File: config.mk
export PLATFORM = sky130hd
export DESIGN_NAME = ps2_rx_frame
export DESIGN_NICKNAME = d
export VERILOG_FILES = /design/src/rtl/ps2_rx_frame_pkg.sv /design/src/rtl/ps2_rx_fifo.sv /design/src/rtl/ps2_rx_frame.sv
export SDC_FILE = /design/constraint.sdc
export NUM_CORES = 1
export LEC_CHECK = 0
export CAP_MARGIN = 0
export CELL_PAD_IN_SITES_DETAIL_PLACEMENT = 1
export CELL_PAD_IN_SITES_GLOBAL_PLACEMENT = 1
export CORE_MARGIN = 2
export CORE_UTILIZATION = 30
export CTS_CLUSTER_SIZE = 14
export DETAILED_ROUTE_END_ITERATION = 10
export GPL_TIMING_DRIVEN = 0
export PLACE_DENSITY_LB_ADDON = 0.3
export SLEW_MARGIN = 25
export SYNTH_ARGS = -nofsm -noshare
export SYNTH_HDL_FRONTEND = slang
export SYNTH_SLANG_ARGS = --single-unit
File: constraint.sdc
create_clock -name clk -period 4.58 [get_ports clk]
set_input_delay 0.687 -clock clk [delete_from_list [all_inputs] [get_ports clk]]
set_output_delay 0.687 -clock clk [all_outputs]
set_load 0.05 [all_outputs]
File: src/rtl/ps2_rx_frame_pkg.sv
// Shared definitions for the PS/2 receive path: FSM states, frame constants
// and the odd-parity helper.
package ps2_rx_frame_pkg;

  typedef enum logic [1:0] {
    ST_IDLE   = 2'd0,
    ST_DATA   = 2'd1,
    ST_PARITY = 2'd2,
    ST_STOP   = 2'd3
  } state_e;

  localparam int unsigned DATA_BITS  = 8;
  localparam int unsigned FRAME_BITS = 11;

  // Parity bit that makes the total number of ones (data + parity) odd.
  function automatic logic odd_parity(input logic [DATA_BITS-1:0] d);
    return ~(^d);
  endfunction

endpackage

File: src/rtl/ps2_rx_fifo.sv
// Scan-code FIFO: power-of-two DEPTH, head reads 0 when empty, push while
// full succeeds only alongside a pop.
module ps2_rx_fifo
  import ps2_rx_frame_pkg::*;
#(
  parameter int unsigned DEPTH = 4
) (
  input  logic                       clk,
  input  logic                       reset,
  input  logic                       push,
  input  logic [DATA_BITS-1:0]       push_data,
  input  logic                       pop,
  output logic                       full,
  output logic                       empty,
  output logic [$clog2(DEPTH):0]     count,
  output logic [DATA_BITS-1:0]       head
);

  localparam int unsigned AW = $clog2(DEPTH);
  localparam int unsigned CW = AW + 1;

  logic [DATA_BITS-1:0] mem_q [DEPTH];
  logic [DATA_BITS-1:0] mem_d [DEPTH];
  logic [AW-1:0]        wr_q, wr_d, rd_q, rd_d;
  logic [CW-1:0]        cnt_q, cnt_d;
  logic                 do_push, do_pop;

  always_comb begin
    empty   = (cnt_q == '0);
    full    = (cnt_q == CW'(DEPTH));
    do_pop  = pop && !empty;
    do_push = push && (!full || do_pop);
    mem_d   = mem_q;
    wr_d    = wr_q;
    rd_d    = rd_q;
    cnt_d   = cnt_q;
    if (do_push) begin
      mem_d[wr_q] = push_data;
      wr_d        = wr_q + 1'b1;
    end
    if (do_pop) rd_d = rd_q + 1'b1;
    case ({do_push, do_pop})
      2'b10:   cnt_d = cnt_q + 1'b1;
      2'b01:   cnt_d = cnt_q - 1'b1;
      default: cnt_d = cnt_q;
    endcase
    count = cnt_q;
    head  = empty ? '0 : mem_q[rd_q];
  end

  always_ff @(posedge clk) begin
    if (reset) begin
      wr_q  <= '0;
      rd_q  <= '0;
      cnt_q <= '0;
    end else begin
      wr_q  <= wr_d;
      rd_q  <= rd_d;
      cnt_q <= cnt_d;
    end
    mem_q <= mem_d;
  end

endmodule

File: src/rtl/ps2_rx_frame.sv
// PS/2 device-to-host frame receiver: sync + glitch filter, 11-bit deframer
// with parity/framing/timeout checks, scan-code FIFO. PS2_RX_INHIBIT_EN adds ps2_clk_oe.
module ps2_rx_frame
  import ps2_rx_frame_pkg::*;
#(
  parameter int unsigned FILTER_LEN     = 8,
  parameter int unsigned TIMEOUT_CYCLES = 4000,
  parameter int unsigned FIFO_DEPTH     = 4
) (
  input  logic       clk,
  input  logic       reset,
  input  logic       ps2_clk,
  input  logic       ps2_data,
  output logic [7:0] code_data,
  output logic       code_valid,
  input  logic       code_ready,
  output logic       err_parity,
  output logic       err_frame,
  output logic       err_overflow
`ifdef PS2_RX_INHIBIT_EN
  ,
  output logic       ps2_clk_oe
`endif
);

  localparam int unsigned CW = $clog2(FIFO_DEPTH) + 1;

  logic          clk_s1_q, clk_s2_q, data_s1_q, data_s2_q;
  logic          clk_f_q, clk_f_d, data_f_q, data_f_d, clk_fp_q;
  logic [7:0]    clk_cnt_q, clk_cnt_d, data_cnt_q, data_cnt_d;
  state_e        state_q, state_d;
  logic [2:0]    bitcnt_q, bitcnt_d;
  logic [7:0]    shreg_q, shreg_d;
  logic          parity_q, parity_d;
  logic [15:0]   tmo_q, tmo_d;
  logic          err_parity_q, err_parity_d, err_frame_q, err_frame_d;
  logic          err_overflow_q, err_overflow_d;
  logic          fall, timeout, push, inhibit;
  logic          fifo_full, fifo_empty;
  logic [CW-1:0] fifo_count;

  // Filter: the output follows the synchronised line only after FILTER_LEN
  // consecutive disagreeing samples; inhibit pins the clock filter high.
  always_comb begin
    clk_f_d    = clk_f_q;
    clk_cnt_d  = '0;
    data_f_d   = data_f_q;
    data_cnt_d = '0;
    if (inhibit) begin
      clk_f_d = 1'b1;
    end else if (clk_s2_q != clk_f_q) begin
      if (clk_cnt_q == 8'(FILTER_LEN - 1)) clk_f_d = clk_s2_q;
      else clk_cnt_d = clk_cnt_q + 8'd1;
    end
    if (data_s2_q != data_f_q) begin
      if (data_cnt_q == 8'(FILTER_LEN - 1)) data_f_d = data_s2_q;
      else data_cnt_d = data_cnt_q + 8'd1;
    end
  end

  always_ff @(posedge clk) begin
    if (reset) begin
      clk_s1_q   <= 1'b1;
      clk_s2_q   <= 1'b1;
      data_s1_q  <= 1'b1;
      data_s2_q  <= 1'b1;
      clk_f_q    <= 1'b1;
      data_f_q   <= 1'b1;
      clk_fp_q   <= 1'b1;
      clk_cnt_q  <= '0;
      data_cnt_q <= '0;
    end else begin
      clk_s1_q   <= ps2_clk;
      clk_s2_q   <= clk_s1_q;
      data_s1_q  <= ps2_data;
      data_s2_q  <= data_s1_q;
      clk_f_q    <= clk_f_d;
      data_f_q   <= data_f_d;
      clk_fp_q   <= clk_f_q;
      clk_cnt_q  <= clk_cnt_d;
      data_cnt_q <= data_cnt_d;
    end
  end

  assign fall    = clk_fp_q && !clk_f_q && !inhibit;
  assign timeout = (state_q != ST_IDLE) && !fall && (tmo_q == 16'(TIMEOUT_CYCLES - 1));

  always_ff @(posedge clk) begin
    if (reset) begin
      state_q        <= ST_IDLE;
      bitcnt_q       <= '0;
      shreg_q        <= '0;
      parity_q       <= 1'b0;
      tmo_q          <= '0;
      err_parity_q   <= 1'b0;
      err_frame_q    <= 1'b0;
      err_overflow_q <= 1'b0;
    end else begin
      state_q        <= state_d;
      bitcnt_q       <= bitcnt_d;
      shreg_q        <= shreg_d;
      parity_q       <= parity_d;
      tmo_q          <= tmo_d;
      err_parity_q   <= err_parity_d;
      err_frame_q    <= err_frame_d;
      err_overflow_q <= err_overflow_d;
    end
  end

  always_comb begin
    state_d  = state_q;
    bitcnt_d = bitcnt_q;
    shreg_d  = shreg_q;
    parity_d = parity_q;
    tmo_d    = '0;
    if (fall) begin
      case (state_q)
        ST_IDLE: if (!data_f_q) begin
          state_d  = ST_DATA;
          bitcnt_d = '0;
        end
        ST_DATA: begin
          shreg_d  = {data_f_q, shreg_q[7:1]};
          bitcnt_d = bitcnt_q + 3'd1;
          if (bitcnt_q == 3'(DATA_BITS - 1)) state_d = ST_PARITY;
        end
        ST_PARITY: begin
          parity_d = data_f_q;
          state_d  = ST_STOP;
        end
        default: state_d = ST_IDLE;
      endcase
    end else if (timeout) begin
      state_d = ST_IDLE;
    end else if (state_q != ST_IDLE) begin
      tmo_d = tmo_q + 16'd1;
    end
  end

  always_comb begin
    push         = 1'b0;
    err_parity_d = 1'b0;
    err_frame_d  = timeout;
    if (fall) begin
      case (state_q)
        ST_IDLE: err_frame_d = data_f_q;
        ST_STOP: begin
          if (!data_f_q) err_frame_d = 1'b1;
          else if (parity_q != odd_parity(shreg_q)) err_parity_d = 1'b1;
          else push = 1'b1;
        end
        default: ;
      endcase
    end
    // A full FIFO always has a head, so code_ready alone decides the pop.
    err_overflow_d = push && fifo_full && !code_ready;
  end

  ps2_rx_fifo #(.DEPTH(FIFO_DEPTH)) u_fifo (
    .clk       (clk),
    .reset     (reset),
    .push      (push),
    .push_data (shreg_q),
    .pop       (code_ready),
    .full      (fifo_full),
    .empty     (fifo_empty),
    .count     (fifo_count),
    .head      (code_data)
  );

`ifdef PS2_RX_INHIBIT_EN
  logic inhibit_q, inhibit_d;

  // Only start inhibiting between frames; once asserted, hold until drained.
  always_comb begin
    inhibit_d = (fifo_count >= CW'(FIFO_DEPTH - 1)) && (inhibit_q || state_q == ST_IDLE);
  end

  always_ff @(posedge clk) begin
    if (reset) inhibit_q <= 1'b0;
    else       inhibit_q <= inhibit_d;
  end

  assign inhibit    = inhibit_q;
  assign ps2_clk_oe = inhibit_q;
`else
  logic unused_count;
  assign unused_count = ^fifo_count;
  assign inhibit      = 1'b0;
`endif

  assign code_valid   = !fifo_empty;
  assign err_parity   = err_parity_q;
  assign err_frame    = err_frame_q;
  assign err_overflow = err_overflow_q;

endmodule

## Word level (Yosys, flattened, before mapping)

Index checks and enable logic that the tools add are counted.

| storage, ports and cells | value |
|---|---|
| register bits after elaboration | 95 |
| bits of input ports | 5 |
| output and inout port bits | 12 |
| word-level logic and storage cells | 114 |

| operators by class | value |
|---|---|
| add/subtract/negate cells | 8 |
| magnitude comparators | 3 |
| equality and inequality tests | 16 |
| mux-type cells | 23 |
| bitwise gates (word level) | 9 |
| reductions and logical operators | 31 |

Operator list:

| cell | count |
|---|---|
| $bwmux W32 | 1 |
| $mux W8 | 4 |
| $add A16 B1 Y16 const B | 1 |
| $add A8 B1 Y8 const B | 2 |
| $bmux W8 S2 | 1 |
| $demux W8 S2 | 1 |
| $eq A16 B12 Y1 const B | 1 |
| $eq A8 B3 Y1 const B | 2 |
| $pmux W3 S2 | 2 |
| $logic_and A1 B1 Y1 | 8 |
| $mux W2 | 4 |
| $reduce_and A2 Y1 | 4 |
| $reduce_bool A2 Y1 | 4 |
| $reduce_or A4 Y1 | 2 |
| $reduce_xor A8 Y1 | 1 |
| $mux W1 | 7 |
| $not A1 Y1 | 7 |
| $add A3 B1 Y3 const B | 2 |
| $eq A2 B2 Y1 const B | 3 |
| $eq A3 B3 Y1 const B | 2 |
| $ge A3 B3 Y1 const B | 2 |
| $ne A3 B3 Y1 const B | 2 |
| $not A2 Y3 | 2 |
| $pmux W2 S3 | 1 |
| other kinds (14) | 24 |

## Depth between registers and ports, before layout

Gate-level depths: netlist (run 1).

| depth | value |
|---|---|
| depth in word-level cells | 10 |
| depth in mapped cells | 11 |
| gate-level depth less buffers | 11 |

## Hierarchy

A second synthesis (run 1) with hierarchy kept.

| second synthesis, totals | value |
|---|---|
| cell total of the unflattened synthesis | 362 |
| area, all modules | 4197.8 um2 |

Modules (own cells, without submodules):

| module | instances | cells each | area an instance (um2) |
|---|---|---|---|
| ps2_rx_frame | 1 | 260 | 2466.1 |
| ps2_rx_fifo | 1 | 102 | 1731.7 |

## Worst setup path before layout (run 1)

OpenSTA, ideal clock, no wires.

| timing path | value |
|---|---|
| kind | in2reg |
| start | input port code_ready |
| end | register u_fifo.cnt_q[2], in the netlist u_fifo.count[2] |
| library setup time | 71 ps |
| data arrival time | 2632 ps |
| required time | 4509 ps |
| path slack | 1878 ps |
| cell stages on the path | 10 |
| path buffers | 0 |
| path through | or4b_1 nand3b_1 mux2i_4 inv_1 ha_1 inv_1 fa_1 xor2_1 or3_1 a21oi_1 |

| on the way | value |
|---|---|
| cells in the longest elaborated chain, start to end | 5 |
| elaborated cells on any way between the ends | 7 |

Ends and longest elaborated chain:

| what | RTL line | text |
|---|---|---|
| start, declared | ps2_rx_frame.sv:16 | `input logic code_ready,` |
| $logic_and A1 B1 Y1 (*) | ps2_rx_fifo.sv:31 | `do_pop = pop && !empty;` |
| $logic_or A1 B1 Y1 | ps2_rx_fifo.sv:32 | `do_push = push && (!full \|\| do_pop);` |
| $logic_and A1 B1 Y1 | ps2_rx_fifo.sv:32 |  |
| $eq A2 B1 Y1 or $eq A2 B2 Y1 (tied branches) | ps2_rx_fifo.sv:42 | `case ({do_push, do_pop})` |
| $pmux W3 S2 or $reduce_bool A2 Y1 (tied branches) | n/a |  |
| end signal, assigned | ps2_rx_fifo.sv:59 | `cnt_q <= cnt_d;` |
| end, declared | ps2_rx_fifo.sv:25 | `logic [CW-1:0] cnt_q, cnt_d;` |

Mark *: on every way between the ends. The rest lies on a longest branch, timed or not.
A chain may end at the register's enable or synchronous reset.

## Worst setup path in the final report (run 1)

| timing path | value |
|---|---|
| start | register u_fifo.rd_q[0] |
| end | output port code_data[6] |

| on the way | value |
|---|---|
| cells in the longest elaborated chain, start to end | 5 |

Ends and longest elaborated chain:

| what | RTL line | text |
|---|---|---|
| start, declared | ps2_rx_fifo.sv:24 | `logic [AW-1:0] wr_q, wr_d, rd_q, rd_d;` |
| start signal, assigned | ps2_rx_fifo.sv:58 | `rd_q <= rd_d;` |
| $not A2 Y3 (implied by the code) | ps2_rx_fifo.sv:48 | `head = empty ? '0 : mem_q[rd_q];` |
| $bmux W8 S2 | ps2_rx_fifo.sv:48 |  |
| $mux W8 (implied by the code) (2 in series) | ps2_rx_fifo.sv:48 |  |
| $mux W8 | ps2_rx_fifo.sv:48 |  |
| end, declared | ps2_rx_frame.sv:14 | `output logic [7:0] code_data,` |

Every way passes these cells. The select of a mux whose other input is x is not followed.

==> results of run 1 <==
per-layer routing:
metal  track usage  routed length (um)
met1         0.139                3630
met2         0.193                3650
met3        0.0288                 196
met4        0.0480                 110
met5             0                   0
Yosys cell counts (all sizes together), types with 2 or more instances:
| cell type | count |
|---|---|
| xor2 | 22 |
| a32oi | 2 |
| mux2i | 10 |
| and4 | 2 |
| clkbuf | 8 |
| ha | 15 |
| buf | 6 |
| edfxtp | 32 |
| dfxtp | 63 |
| nand2b | 6 |
| o211ai | 3 |
| a211o | 2 |
| xnor2 | 11 |
| or4b | 2 |
| nand3b | 3 |
| nor3 | 5 |
| and3 | 8 |
| or4 | 2 |
| nor2 | 45 |
| mux4 | 8 |
| mux2 | 2 |
| a21oi | 9 |
| nor2b | 4 |
| o21ai | 5 |
| nand4 | 3 |
| and2 | 14 |
| or3 | 5 |
| inv | 10 |
| nand3 | 20 |
| nand2 | 11 |
| or2 | 8 |
through the flow:
stage	util	total power (W)	instances	instance area, um2
floorplan	-	0.000895	356	4090
global placement	0.335	0.000901	547	4460
detailed placement	0.335	0.000902	547	4460
CTS	0.357	0.00163	563	4740
global route	0.357	0.00167	563	4740
finish	0.357	0.00160	563	4740
final timing paths:
path	from	cells after the start	end	slack (ps)
min	clk_s1_q	1	clk_s2_q	420
max	u_fifo.rd_q[0]	4	code_data[6]	1510
min reg2reg	clk_s1_q	1	clk_s2_q	420
max reg2reg	shreg_q[4]	10	u_fifo.count[2]	1830
cells by family after synthesis:
family                     after synthesis
AOI/OAI and AO/OA                       21
buffers and inverters                   24
adders and majority gates               16
xor gates and xnor gates                35
muxes                                   20
and+or+nand+nor                        145
DFF                                     95
state kept, by name (all words and copies together) (netlist names):
name,flops
u_fifo.count,3
err_overflow,1
tmo_q,16
bitcnt_q,3
data_s2_q,1
parity_q,1
u_fifo.wr_q,2
clk_fp_q,1
u_fifo.rd_q,2
data_s1_q,1
state_q,2
clk_s2_q,1
clk_s1_q,1
shreg_q,8
data_f_q,1
data_cnt_q,8
err_parity,1
clk_cnt_q,8
err_frame,1
clk_f_q,1
u_fifo.mem_q,32
cell usage in the layout, fill, tap and decap left out, drive strengths merged, types with 4 or more instances in the layout:
| cell | n |
|---|---|
| inv | 14 |
| or2 | 8 |
| and2 | 14 |
| mux2i | 10 |
| nand2 | 11 |
| a21oi | 9 |
| nor2 | 45 |
| and3 | 8 |
| nor2b | 4 |
| nand3 | 20 |
| xnor2 | 11 |
| xor2 | 22 |
| buf | 6 |
| clkdlybuf4s50 | 15 |
| nor3 | 5 |
| o21ai | 5 |
| mux4 | 8 |
| nand2b | 6 |
| edfxtp | 32 |
| ha | 15 |
| or3 | 5 |
| clkbuf | 17 |
| dfxtp | 63 |
power breakdown:
part	internal [W]	leakage [nW]	switching, W
Clock	0.000381	0.144	0.000340
Combinational	0.00000577	0.741	0.00000893
Sequential	0.000866	0.805	0.00000101
Total	0.00125	1.69	0.000350
worst reg2reg max path: stages (launching register included):
cell and delay [ps]:
dfxtp_1 480, xor2_1 180, xnor3_2 490, mux2i_4 250
inv_1 70, ha_1 180, inv_1 60, fa_1 380
xor2_1 160, or3_1 300, a21oi_1 140
final cells by class:
type	count	area [um2]	share of cell area
well taps	176	220	0.0464
clock buffers	9	225	0.0475
multi-input cells	237	1770	0.373
plain buffers	14	58.8	0.0124
clock inverters	7	62.6	0.0132
repair buffers	15	150	0.0316
inverters	10	37.5	0.00791
flip-flops and latches	95	2220	0.468
==> results.sh, run 1 <==
export IMPL_status="completed"
export IMPL_drt_iter0_markers=151
export IMPL_cts_reportedPaths_clkPinSlew_ps=70
export IMPL_fin_skew_ps=5.51
export IMPL_fp_coreArea_um2=13300
export IMPL_routed_wirelength_um=7590
export IMPL_clock_sinks=95
export IMPL_fillerInstances=1458
export IMPL_crit_slowest_cell="clkdlybuf4s50_1"
export IMPL_syn_inst=356
export IMPL_place_congestion=0.711
export IMPL_dpl_worst_slack_ps=1220
export IMPL_drive_above_1_share=0.119
export IMPL_min_period_ps=3070
export IMPL_worst_slack_ps=1510
export IMPL_synth_ff_type="dfxtp_1"
export IMPL_fin_setup_tns_ps=0
export IMPL_hold_ws_ps=415
export IMPL_drc=0
export IMPL_syn_avg_cell_area_um2=11.5
export IMPL_path_delay_family="buffers and inverters"
export IMPL_crit_chain="buf_2 > mux4_2 > and2_1 > clkdlybuf4s50_1"
export IMPL_slew_headroom=0.605
export IMPL_hold_path_class="reg -> reg"
export IMPL_root_buffer="clkbuf_16"
export IMPL_hold_viol_final=0
export IMPL_fmax_ghz=0.326
export IMPL_crit_path_end_kind="primary output"
export IMPL_fp_dieW_um=121
export IMPL_slowest_delay_ps=700
export IMPL_yosysSeqAreaShare=0.544
export IMPL_insertion_delay_ps=340
export IMPL_synth_compound_gate_area_share=0.0312
export IMPL_cts_resized=0
export IMPL_die_area_um2=14600
export IMPL_postCtsSetupBuffers=0
export IMPL_rsz0062_at_grt="false"
export IMPL_syn_nets=377
export IMPL_start_util=0.307
export IMPL_numCtsBuffers=9
export IMPL_yosysTopAreaCell="dfxtp_1"
export IMPL_post_drt_wl_per_cell_um=13.5
export IMPL_diodes=0
export IMPL_nets=403
export IMPL_critPathKind="reg -> out"
export IMPL_grt_pass1_wl_um=13100
export IMPL_synth_warnings=0
export IMPL_maxSlewViolCount=0
export IMPL_vias=2615
export IMPL_arrival_ps=2380
export IMPL_cts_tree="done"
export IMPL_avgViaCountPerCell=4.64
export IMPL_cts_buffer_depth=2
export IMPL_vdd_drop_max_mv=0.162
export IMPL_globalRouteOverflowTotal=0
export IMPL_cp_buffers_inverters=2
export IMPL_cts_hold_buf=0
export IMPL_synth_top_family_by_area="simple AND/OR/NAND/NOR gates"
export IMPL_worst_slew_pin_slew_ps=592
export IMPL_synth_simple_area_share=0.190
export IMPL_netlist_top_cells_area="dfxtp_1 (31%), edfxtp_1 (24%), xor2_1 (4.7%)"
export IMPL_fin_crit_sh=0.669
export IMPL_die_h_um=121
export IMPL_netlist_area_um2=4090
export IMPL_grt_max_degree=19
export IMPL_num_rows=42
export IMPL_path_max_fanout=10
export IMPL_syn_to_final_growth_pct=16.1
export IMPL_h_tree_depth=3
export IMPL_synth_edff_count=32
export IMPL_synthAdderAreaFrac=0.0508
export IMPL_ios=17
export IMPL_first_pass_iters=4
export IMPL_final_antenna_net_count=0
export IMPL_hpwl_um=5290
export IMPL_setup_viol=0
export IMPL_p_leak_nw=1.69
export IMPL_synth_xor_area_share=0.0824
export IMPL_ys_seq_elements=95
export IMPL_drv_cap=0
export IMPL_cp_required_ps=3890
export IMPL_muxShareOfSynthArea=0.0781
export IMPL_port_buffers=15
export IMPL_grt_pass1_vias=2755
export IMPL_antenna_found_initial=0
export IMPL_powerDensity_nw_per_um2=338
export IMPL_synthArstFlopShare=0
export IMPL_worstSetupStartpointType="flop"
export IMPL_yosys_area_top_type_share=0.309
export IMPL_grt_usage=0.114
export IMPL_synth_cell_types=45
Note: power is estimated with default switching activity, not from simulation.
==> run 2, diff against run 1 <==
- clock period: 4.58 -> 2.6 ns (I/O delays scaled with it)
==> run 2 against run 1 <==
Effect of this change: power is 76% higher; critical path depth stayed put; clock-buffer cell count unchanged.
==> results.sh, run 2 (synthesis gave the netlist of run 1 again) <==
export IMPL_final_util=0.361
export IMPL_placed_cell_area_um2=4460
export IMPL_multi_input_area_um2=1790
export IMPL_maxSlewViolCount=0
export IMPL_r2r_cells=10
export IMPL_crit_path_end_kind="primary output"
export IMPL_cp_required_ps=2210
export IMPL_fmax_ghz=0.403
export IMPL_start_util=0.307
export IMPL_port_buffers=15
export IMPL_place_congestion=0.711
export IMPL_drive_above_1_share=0.156
export IMPL_top_regs="u_fifo.mem_q x32, tmo_q x16"
export IMPL_setup_viol=0
export IMPL_cts_buffer_depth=2
export IMPL_hold_viol_final=0
export IMPL_fp_dieW_um=121
export IMPL_fin_crit_sh=0.955
export IMPL_r2r_start="shreg_q[7]"
export IMPL_layout_common_cells="dfxtp_1 (57), nor2_1 (45), edfxtp_1 (32)"
export IMPL_min_period_ps=2480
export IMPL_insertion_delay_ps=340
export IMPL_critPathKind="reg -> out"
export IMPL_syn_to_final_growth_pct=17.5
export IMPL_status="completed"
export IMPL_finalInstanceArea_um2=4800
export IMPL_slew_headroom=0.607
export IMPL_path_max_fanout=10
export IMPL_grt_usage=0.115
export IMPL_post_drt_wl_per_cell_um=13.6
export IMPL_powerDensity_nw_per_um2=587
export IMPL_routed_wirelength_um=7670
export IMPL_vdd_drop_max_mv=0.285
export IMPL_numCtsBuffers=9
export IMPL_first_pass_iters=4
export IMPL_hold_path_class="reg -> reg"
export IMPL_cts_reportedPaths_clkPinSlew_ps=70
export IMPL_drv_cap=0
export IMPL_diodes=0
export IMPL_die_area_um2=14600
export IMPL_cts_tree="done"
export IMPL_nets=406
export IMPL_grt_max_degree=19
export IMPL_crit_end="code_data[6]"
export IMPL_root_buffer="clkbuf_16"
export IMPL_cts_hold_buf=0
export IMPL_ios=17
export IMPL_grt_pass1_vias=2772
export IMPL_worstSetupStartpointType="flop"
export IMPL_drt_iter0_markers=153
export IMPL_crit_start="u_fifo.rd_q[0]"
export IMPL_avgViaCountPerCell=4.66
export IMPL_antenna_found_initial=0
export IMPL_rsz0062_at_grt="false"
export IMPL_regMostFlops="u_fifo.mem_q"
export IMPL_globalRouteOverflowTotal=0
export IMPL_p_leak_nw=1.78
export IMPL_ff2ff_setup_slack_ps=120
export IMPL_fin_skew_ps=5.66
export IMPL_hpwl_um=5290
export IMPL_vias=2636
export IMPL_worst_slew_pin_slew_ps=590
export IMPL_seqCellArea_um2=2240
export IMPL_fillerInstances=1452
export IMPL_fp_coreArea_um2=13300
export IMPL_rr_endpoint="u_fifo.count[2]"
export IMPL_arrival_ps=2090
export IMPL_clock_sinks=95
export IMPL_die_h_um=121
export IMPL_drc=0
export IMPL_final_antenna_net_count=0
export IMPL_grt_pass1_wl_um=13100
export IMPL_h_tree_depth=3
export IMPL_final_common_cell="dfxtp_1"
export IMPL_largest_reg_flops=32
export IMPL_num_rows=42
[run 2: changes by cell type in the layout (fill, tap and decap cells not counted), sizes merged]
cell	before	now
dlymetal6s2s	0	1
clkdlybuf4s50	15	5
buf	6	9
dlygate4sd2	0	9
[run 2: worst max-delay path, cell delays in order, from the launching register on]
cell           delay (ps)
dfxtp_1               300
buf_2                 310
mux4_2                550
and2_1                160
dlygate4sd2_1         420
[run 2: where the power goes]
group,switching [W],internal [W]
Combinational,0.0000156,0.00000960
Clock,0.000599,0.000670
Sequential,0.00000177,0.00152
[run 2: through the flow]
| step | setup TNS, ps | hold slack, ps | worst slack (ps) | total power [W] | cells |
|---|---|---|---|---|---|
| 3_5_place_dp | -704 | 401 | -461 | 0.00159 | 547 |
| 4_1_cts | 0 | 419 | 8.87 | 0.00287 | 564 |
| 2_1_floorplan | 0 | 389 | 96.5 | 0.00158 | 356 |
| 6_report | 0 | 415 | 117 | 0.00282 | 566 |
| 3_3_place_gp | -676 | 392 | -436 | 0.00159 | 547 |
| 5_1_grt | 0 | 436 | 2.09 | 0.00293 | 566 |
[run 2: how the worst min path moves through the flow]
stage,startpoint,to,slack (ps),depth (start not counted)
floorplan,clk_s1_q,clk_s2_q,390,1
global route,data_s1_q,data_s2_q,440,1
global placement,clk_s1_q,clk_s2_q,390,1
finish,clk_s1_q,clk_s2_q,420,1
CTS,clk_s1_q,clk_s2_q,420,1
detailed placement,clk_s1_q,clk_s2_q,400,1
[run 2: per-layer routing]
metal | track usage | vias up | wire [um]
li1 | - | 1294 | -
met1 | 0.139 | 1306 | 3640
met2 | 0.194 | 28 | 3720
met3 | 0.0288 | 8 | 209
met4 | 0.0480 | 0 | 110
met5 | 0 | - | 0
[run 2: layout make-up]
| type | instances | share of cell area |
|---|---|---|
| plain buffers | 13 | 0.0115 |
| clock buffers | 9 | 0.0469 |
| clock inverters | 7 | 0.0130 |
| inverters | 10 | 0.00781 |
| multi-input cells | 237 | 0.373 |
| flip-flops and latches | 95 | 0.466 |
| well taps | 176 | 0.0458 |
| repair buffers | 19 | 0.0357 |
[run 2: repair_timing]
action | 4_1_cts | 5_1_grt
setup buffers | 2 | 2
endpoints found under the setup margin | 9 | 2
cloned | 0 | 0
hold endpoints to repair | 0 | 0
pin swaps | 2 | 1
gates resized for setup | 17 | 8
